**src/rtl/snake_body_engine.sv**
```systemverilog
// snake_body_engine: owns the snake coordinate store. Each move_tick shifts
// the body back one slot, one entry per cycle, then moves the head one unit in
// the latched direction. It also handles growth requests and respawn commands,
// and exposes the store through a combinational read port.
module snake_body_engine #(
    parameter int COORD_WIDTH  = 10,
    parameter int MAX_LENGTH   = 63,
    parameter int LENGTH_WIDTH = 6,
    parameter int START_X      = 32,
    parameter int START_Y      = 24,
    parameter int START_LEN    = 3
) (
    input  logic                    clk,
    input  logic                    reset,
    input  logic                    move_tick,
    input  logic [1:0]              dir_in,
    input  logic                    grow,
    input  logic                    respawn_valid,
    input  logic [COORD_WIDTH-1:0]  respawn_x,
    input  logic [COORD_WIDTH-1:0]  respawn_y,
    input  logic [LENGTH_WIDTH-1:0] respawn_length,
    input  logic [LENGTH_WIDTH-1:0] body_rd_addr,
    output logic [COORD_WIDTH-1:0]  body_rd_x,
    output logic [COORD_WIDTH-1:0]  body_rd_y,
    output logic [COORD_WIDTH-1:0]  head_x,
    output logic [COORD_WIDTH-1:0]  head_y,
    output logic [LENGTH_WIDTH-1:0] snake_length,
    output logic                    busy,
    output logic                    step_done,
    output logic                    overrun
);

    typedef enum logic [1:0] {
        ST_IDLE,
        ST_SHIFT,
        ST_HEAD
    } state_t;

    localparam logic [LENGTH_WIDTH-1:0] LP_MAX = LENGTH_WIDTH'(MAX_LENGTH);
    localparam logic [LENGTH_WIDTH-1:0] LP_ONE = LENGTH_WIDTH'(1);
    localparam logic [COORD_WIDTH-1:0]  LP_C1  = COORD_WIDTH'(1);
    localparam logic [1:0] DIR_UP    = 2'd0;
    localparam logic [1:0] DIR_RIGHT = 2'd1;
    localparam logic [1:0] DIR_DOWN  = 2'd2;
    localparam logic [1:0] DIR_LEFT  = 2'd3;

    state_t                  r_state;
    state_t                  w_state_next;
    logic [COORD_WIDTH-1:0]  r_x [0:MAX_LENGTH];
    logic [COORD_WIDTH-1:0]  r_y [0:MAX_LENGTH];
    logic [LENGTH_WIDTH-1:0] r_len;
    logic [LENGTH_WIDTH-1:0] r_idx;
    logic [1:0]              r_dir;
    logic                    r_grow_pend;
    logic                    r_grow_step;
    logic                    r_step_done;
    logic                    r_overrun;

    logic                    w_growing;
    logic                    w_can_grow;
    logic [LENGTH_WIDTH-1:0] w_shift_n;
    logic                    w_reversal;
    logic [LENGTH_WIDTH-1:0] w_resp_len;
    logic [COORD_WIDTH-1:0]  w_new_hx;
    logic [COORD_WIDTH-1:0]  w_new_hy;

    // A grow arriving in the same cycle as the tick counts for that step.
    assign w_growing  = r_grow_pend | grow;
    assign w_can_grow = w_growing && (r_len < LP_MAX);
    // Growing keeps the old tail by shifting one extra entry.
    assign w_shift_n  = w_can_grow ? r_len : (r_len - LP_ONE);
    // Bit 1 flips between opposite directions (up/down, right/left).
    assign w_reversal = (r_len > LP_ONE) && (dir_in == (r_dir ^ 2'b10));
    assign w_resp_len = (respawn_length == '0)   ? LP_ONE :
                        (respawn_length > LP_MAX) ? LP_MAX : respawn_length;

    assign body_rd_x    = r_x[body_rd_addr];
    assign body_rd_y    = r_y[body_rd_addr];
    assign head_x       = r_x[0];
    assign head_y       = r_y[0];
    assign snake_length = r_len;
    assign busy         = (r_state != ST_IDLE);
    assign step_done    = r_step_done;
    assign overrun      = r_overrun;

    // Next head position: one unit in the latched direction, modulo 2^COORD_WIDTH.
    always_comb begin
        w_new_hx = r_x[0];
        w_new_hy = r_y[0];
        case (r_dir)
            DIR_UP:    w_new_hy = r_y[0] - LP_C1;
            DIR_RIGHT: w_new_hx = r_x[0] + LP_C1;
            DIR_DOWN:  w_new_hy = r_y[0] + LP_C1;
            DIR_LEFT:  w_new_hx = r_x[0] - LP_C1;
            default:   ;
        endcase
    end

    // State register.
    always_ff @(posedge clk) begin
        if (!reset) begin
            r_state <= ST_IDLE;
        end else begin
            r_state <= w_state_next;
        end
    end

    // Next-state logic; respawn aborts any step in progress.
    always_comb begin
        w_state_next = r_state;
        if (respawn_valid) begin
            w_state_next = ST_IDLE;
        end else begin
            unique case (r_state)
                ST_IDLE: begin
                    if (move_tick) begin
                        w_state_next = (w_shift_n == '0) ? ST_HEAD : ST_SHIFT;
                    end
                end
                ST_SHIFT: begin
                    if (r_idx == LP_ONE) begin
                        w_state_next = ST_HEAD;
                    end
                end
                ST_HEAD: w_state_next = ST_IDLE;
                default: w_state_next = ST_IDLE;
            endcase
        end
    end

    // Coordinate store, length, direction and step bookkeeping.
    always_ff @(posedge clk) begin
        if (!reset) begin
            for (int i = 0; i <= MAX_LENGTH; i++) begin
                if (i < START_LEN) begin
                    r_x[i] <= COORD_WIDTH'(START_X - i);
                    r_y[i] <= COORD_WIDTH'(START_Y);
                end else begin
                    r_x[i] <= '0;
                    r_y[i] <= '0;
                end
            end
            r_len       <= LENGTH_WIDTH'(START_LEN);
            r_idx       <= '0;
            r_dir       <= DIR_RIGHT;
            r_grow_pend <= 1'b0;
            r_grow_step <= 1'b0;
            r_step_done <= 1'b0;
            r_overrun   <= 1'b0;
        end else if (respawn_valid) begin
            // A simultaneous tick is dropped silently; direction is kept.
            r_x[0]      <= respawn_x;
            r_y[0]      <= respawn_y;
            r_len       <= w_resp_len;
            r_grow_pend <= 1'b0;
            r_step_done <= 1'b0;
        end else begin
            r_step_done <= 1'b0;
            r_grow_pend <= r_grow_pend | grow;
            if (move_tick && (r_state != ST_IDLE)) begin
                r_overrun <= 1'b1;
            end
            case (r_state)
                ST_IDLE: begin
                    if (move_tick) begin
                        if (!w_reversal) begin
                            r_dir <= dir_in;
                        end
                        r_grow_step <= w_growing;
                        r_idx       <= w_shift_n;
                    end
                end
                ST_SHIFT: begin
                    r_x[r_idx] <= r_x[r_idx - LP_ONE];
                    r_y[r_idx] <= r_y[r_idx - LP_ONE];
                    r_idx      <= r_idx - LP_ONE;
                end
                ST_HEAD: begin
                    r_x[0] <= w_new_hx;
                    r_y[0] <= w_new_hy;
                    if (r_grow_step && (r_len < LP_MAX)) begin
                        r_len <= r_len + LP_ONE;
                    end
                    r_step_done <= 1'b1;
                    // The consumed request is cleared (even if saturated);
                    // a grow sampled in this same cycle is kept for later.
                    r_grow_pend <= grow | (r_grow_pend & ~r_grow_step);
                end
                default: ;
            endcase
        end
    end

endmodule

```
**config.mk**
```make
export PLATFORM = sky130hd
export DESIGN_NAME = snake_body_engine
export DESIGN_NICKNAME = d
export VERILOG_FILES = /design/src/rtl/snake_body_engine.sv
export SDC_FILE = /design/constraint.sdc
export NUM_CORES = 2
export LEC_CHECK = 0
export BUFFER_PORTS_ARGS = -buffer_cell sky130_fd_sc_hd__buf_2
export CAP_MARGIN = 20
export CORE_UTILIZATION = 30
export CTS_CLUSTER_SIZE = 30
export DETAILED_ROUTE_END_ITERATION = 10
export GPL_TIMING_DRIVEN = 0
export REMOVE_ABC_BUFFERS = 1
export SETUP_SLACK_MARGIN = 0.2
export SLEW_MARGIN = 20
export SYNTH_ARGS = -nofsm -noshare
export SYNTH_HDL_FRONTEND = slang
export SYNTH_SLANG_ARGS = --single-unit
```
**constraint.sdc**
```tcl
create_clock -name clk -period 5.5 [get_ports clk]
set_clock_uncertainty 0.2 [all_clocks]
set_input_delay 1.1 -clock clk [delete_from_list [all_inputs] [get_ports clk]]
set_output_delay 1.1 -clock clk [all_outputs]
set_load 0.02 [all_outputs]
```
==> Word-level counts from Yosys, hierarchy flattened <==
Memories as Yosys holds them, arrays and structs flattened.
Cells that the tools add are included.
W data, S select, Z words.
{ "totals": {"ff_bits": 20, "mem_bits_rw": 1280, "mem_bits_ro": 0, "latch_bits": 0, "mem_count": 2} }
{ "classes": {"n_mul": 0, "n_reduce_logical": 21, "n_bitwise": 12, "shift": 0, "muxes": 37, "add_sub_neg": 7, "n_lt_le_gt_ge": 3, "n_div": 0, "eq_ne": 9} }
{ "memory_table": {"columns": ["memory", "words", "width", "rd", "rd_ports_with_merged_regs", "wr", "line", "source"], "rows": [
  ["r_x", 64, 10, 3, 0, 64, "49", "logic [COORD_WIDTH-1:0] r_x [0:MAX_LENGTH];"],
  ["r_y", 64, 10, 3, 0, 64, "50", "logic [COORD_WIDTH-1:0] r_y [0:MAX_LENGTH];"]
]} }
{ "ops": {"columns": ["cell", "count"], "rows": [
  ["$mux W10", 6],
  ["$mux W6", 9],
  ["$pmux W10 S2", 2],
  ["$add A10 B1 Y10 const B", 2],
  ["$reduce_or A10 Y1", 2],
  ["$sub A10 B1 Y10 const B", 2],
  ["$mux W1", 15],
  ["$logic_not A6 Y1", 2],
  ["$pmux W6 S2", 1],
  ["$sub A6 B1 Y6 const B", 2],
  ["$reduce_bool A2 Y1", 4],
  ["$add A6 B1 Y6 const B", 1],
  ["$eq A2 B2 Y1 const B", 3],
  ["$eq A6 B1 Y1 const B", 1],
  ["$gt A6 B1 Y1 const B", 1],
  ["$gt A6 B6 Y1 const B", 1],
  ["$lt A6 B6 Y1 const B", 1],
  ["$mux W2", 3],
  ["$or A1 B1 Y1", 6],
  ["$reduce_and A2 Y1", 3],
  ["$reduce_and A3 Y1", 2],
  ["$not A1 Y1", 5],
  ["$eq A2 B1 Y1 const B", 2],
  ["$logic_and A1 B1 Y1", 4],
  ["7 further kinds", 9]
]} }

==> Depth between registers and ports, before layout <==
{ "depth": {"word_depth": 7, "ltp_mapped": 19, "depth_no_buf": 10} }

==> Least setup slack after synthesis <==
No wires, ideal clock.
{ "synth_path": {"path_kind": "in2out", "start": "input body_rd_addr[1]", "end": "output body_rd_x[1]", "t_arrival_ps": 3716, "t_required_ps": 4200, "n_path_buf": 3, "slack_ps": 484, "stages": 7, "cell_sequence": "clkbuf_1 -> clkbuf_1 -> clkbuf_1 -> mux4_2 -> mux4_2 -> a211oi_1 -> a21oi_1"} }
{ "synth_between": {"elab_chain_len": 1} }
{ "synth_rtl": {"columns": ["item", "line", "source"], "rows": [
  ["start, declared", "22", "input logic [LENGTH_WIDTH-1:0] body_rd_addr,"],
  ["$mem_v2 Z64 W10", null, null],
  ["end, declared", "23", "output logic [COORD_WIDTH-1:0] body_rd_x,"]
]} }
Every way passes these cells.

==> reports/metrics.csv <==
stage,metric,value,unit
outcome,status,"complete, but fails checks",
outcome,violations,design-rule violations,
final_layout,synthToLayoutAreaGrowth,15.66,%
synth,synthCells,4616,
placement,dpl-instance-area,0.07315,mm²
power_and_ir_drop,p_int,18.79,mW
clocking,htreeDepth,4,
placement,dp.final_hpwl,154100,µm
floorplan,pin_count,88,
synth,synth_seq_cells,1300,
timing,setup_slack,0.1039,ns
global_route,grt_overflow_total,0,
global_route,antenna_found_initial,27,
power_and_ir_drop,combPwrFrac,25.6,%
timing,tightest_slew,1.176,ns
floorplan,die_height,477.4,µm
synth,ys_types,70,
power_and_ir_drop,power.net_switching,8.924,mW
global_route,grt_usage,21.28,%
routing,wire_per_inst,32.52,µm
routing,drc_errors,4,
global_route,first_global_vias,44657,
floorplan,num_rows,174,
setup_path,critPathLaunchType,register,
clocking,cts_root_buffer,clkbuf_16,
power_and_ir_drop,swShare,32.20,%
final_layout,drive_gt1_share,30.90,%
setup_path,crit_path_end_kind,register,
synth,synth_most_common_cell,edfxtp_1,
power_and_ir_drop,p_leak,25.97,nW
setup_path,required,5.82,ns
timing,hold_violations,0,
synth,yosys-top-cells-count,"1280 x edfxtp_1, 1227 x nor2_1, 751 x mux4_2",
setup_path,critical_path_peak_fanout,42,
setup_path,worstSetupPathType,reg -> reg,
setup_path,critPathArrivalTime,5.71,ns
clocking,postCtsHoldBufs,0,
synth,synth_area_leaders,"edfxtp_1 57%, mux4_2 25%, nor2_1 6.8%, nand2_1 1.6%, clkbuf_1 1.5%",
routing,routed_wl,248400,µm
placement,post-place-ws,-1.100,ns
timing,slew_viol_final,0,
routing,detail-route-antenna-nets,0,
final_layout,final_area,0.07842,mm²
power_and_ir_drop,fin_total_pwr,27.72,mW
final_layout,finalCoreUtilization,34.90,%
clocking,cts.sink_count,1300,
timing,rsz0062_at_grt,no,
final_layout,nets,4584,
worst_hold_path,worstHoldPathCells,1,
clocking,tritoncts,built,
synth,ys_seq_area_share,57.28,%
timing,relSlewSlack,21.50,%
floorplan,initial_utilization,30.18,%
clocking,clkSlewWorstSetupHoldPaths,0.06,ns
synth,synth_ff_type,edfxtp_1,
timing,max_freq,0.1853,GHz
synth,synth-edff-count,1280,
synth,ys_warn_count,0,
setup_path,worstRegToRegCells,12,
power_and_ir_drop,p_per_area,353.4,mW/mm²
floorplan,dieArea,0.2279,mm²
run,maxCapViolCount,0,
timing,setup_viol_count_final,0,
global_route,grt_max_degree,76,
synth,syn_area,0.06780,mm²
routing,vias_per_cell,6.005,
synth,synth_top_area_share,56.69,%
power_and_ir_drop,ir_worst_vdd,0.4085,mV
clocking,clockBufferDepth,3,
synth,synth_top_area_cell,edfxtp_1,
floorplan,die_x,477.4,µm
timing,setup_tns,0,ns
routing,dr.pass1.iters,11,
global_route,grt_pass1_wl,342800,µm
power_and_ir_drop,clkPwrFrac,33.1,%
placement,port_buffers,87,
placement,place_congestion,0.8839,
power_and_ir_drop,power_frac_seq,41.3,%
floorplan,core,0.2247,mm²
synth,async_flop_share,0,%
routing,num_vias,45875,
worst_hold_path,hold_path_class,reg -> reg,
timing,fin_crit,5.396,ns
synth,syn_area_per_cell,14.69,µm²
timing,finalCritPeriodShare,98.11,%
clocking,cts_buffers,138,
routing,first_iter_violations,6958,
clocking,clock_latency,0.80,ns
==> logic make-up after synthesis <==
| kind of cell | after synthesis | synth area share [%] |
|---|---|---|
| simple gates | 1725 | 10.50 |
| xor+xnor | 30 | 0.3986 |
| fa+ha+maj | 15 | 0.2879 |
| buf+inv | 505 | 3.233 |
| compound gates | 222 | 2.336 |
| flops | 1300 | 57.28 |
| mux | 819 | 25.96 |
==> power groups by stage <==
stage               Sequential [mW]  Clock, mW  Combinational [mW]
floorplan                      11.6          0                3.63
global placement               11.7          0                6.60
detailed placement             11.6          0                6.65
CTS                            11.4       9.16                6.89
global route                   11.5       9.52                7.22
finish                         11.4       9.18                7.09
==> cells in the final DEF, fill, tap and decap left out, drive strengths merged, types with 28 or more instances in the layout <==
cell type / n
buf: 254
nor2: 1247
edfxtp: 1280
nand3: 35
clkbuf: 176
clkinv: 57
o22ai: 28
a21oi: 37
o221ai: 31
mux4: 751
nand2: 282
mux2i: 60
nor2b: 82
==> critical path: stages, from the launching register on <==
cell	delay, ns
dfxtp_1	0.56
inv_1	0.22
ha_4	0.54
buf_16	0.30
buf_12	0.28
buf_16	0.30
mux4_2	0.35
o221ai_1	0.85
o22ai_1	0.57
nor3_4	0.36
buf_8	0.22
buf_6	0.22
nor2_1	0.07
==> path summary, 6_finish.rpt <==
kind,slack [ns],startpoint,endpoint
min,0.27,overrun,overrun
max reg2reg,0.10,r_idx[1],r_x[56][3]
max,0.10,r_idx[1],r_x[56][3]
min reg2reg,0.27,overrun,overrun
==> per-layer routing <==
metal / track usage [%] / part of all wire (%) / up-vias
li1: - / - / 17635
met5: 0 / 0.052 / -
met4: 11.14 / 5.6 / 20
met2: 32.63 / 45 / 3573
met1: 26.70 / 35 / 24036
met3: 6.975 / 13 / 611
==> state kept, by name, summed over array words and instances (netlist names) <==
name,count
r_dir,2
snake_length,6
r_state,2
r_grow_pend,1
r_y,640
r_grow_step,1
overrun,1
r_x,640
r_idx,6
step_done,1
==> area by class of cell <==
type / instances / area, µm²
fill: 21333 / 146300
sequential: 1300 / 38840
multi-input combinational: 2811 / 27680
timing repair buffer: 264 / 3844
tap: 2992 / 3744
clock buffer: 174 / 3674
clock inverter: 73 / 553.0
inverter: 15 / 56.30
antenna: 11 / 27.53
==> through the flow <==
stage | instances | hold WS [ns]
2_1_floorplan | 4126 | 0.2521
3_3_place_gp | 7205 | 0.2460
3_5_place_dp | 7326 | 0.2538
4_1_cts | 7616 | 0.2674
5_1_grt | 7630 | 0.2822
6_report | 7640 | 0.2681
==> what timing repair did <==
item,CTS,global route
endpoints found under the setup margin,410,339
gates resized for setup,32,7
setup buffers,29,9
cloned,14,2
pin swaps,7,0
Note: power is estimated with default switching activity, not from simulation.
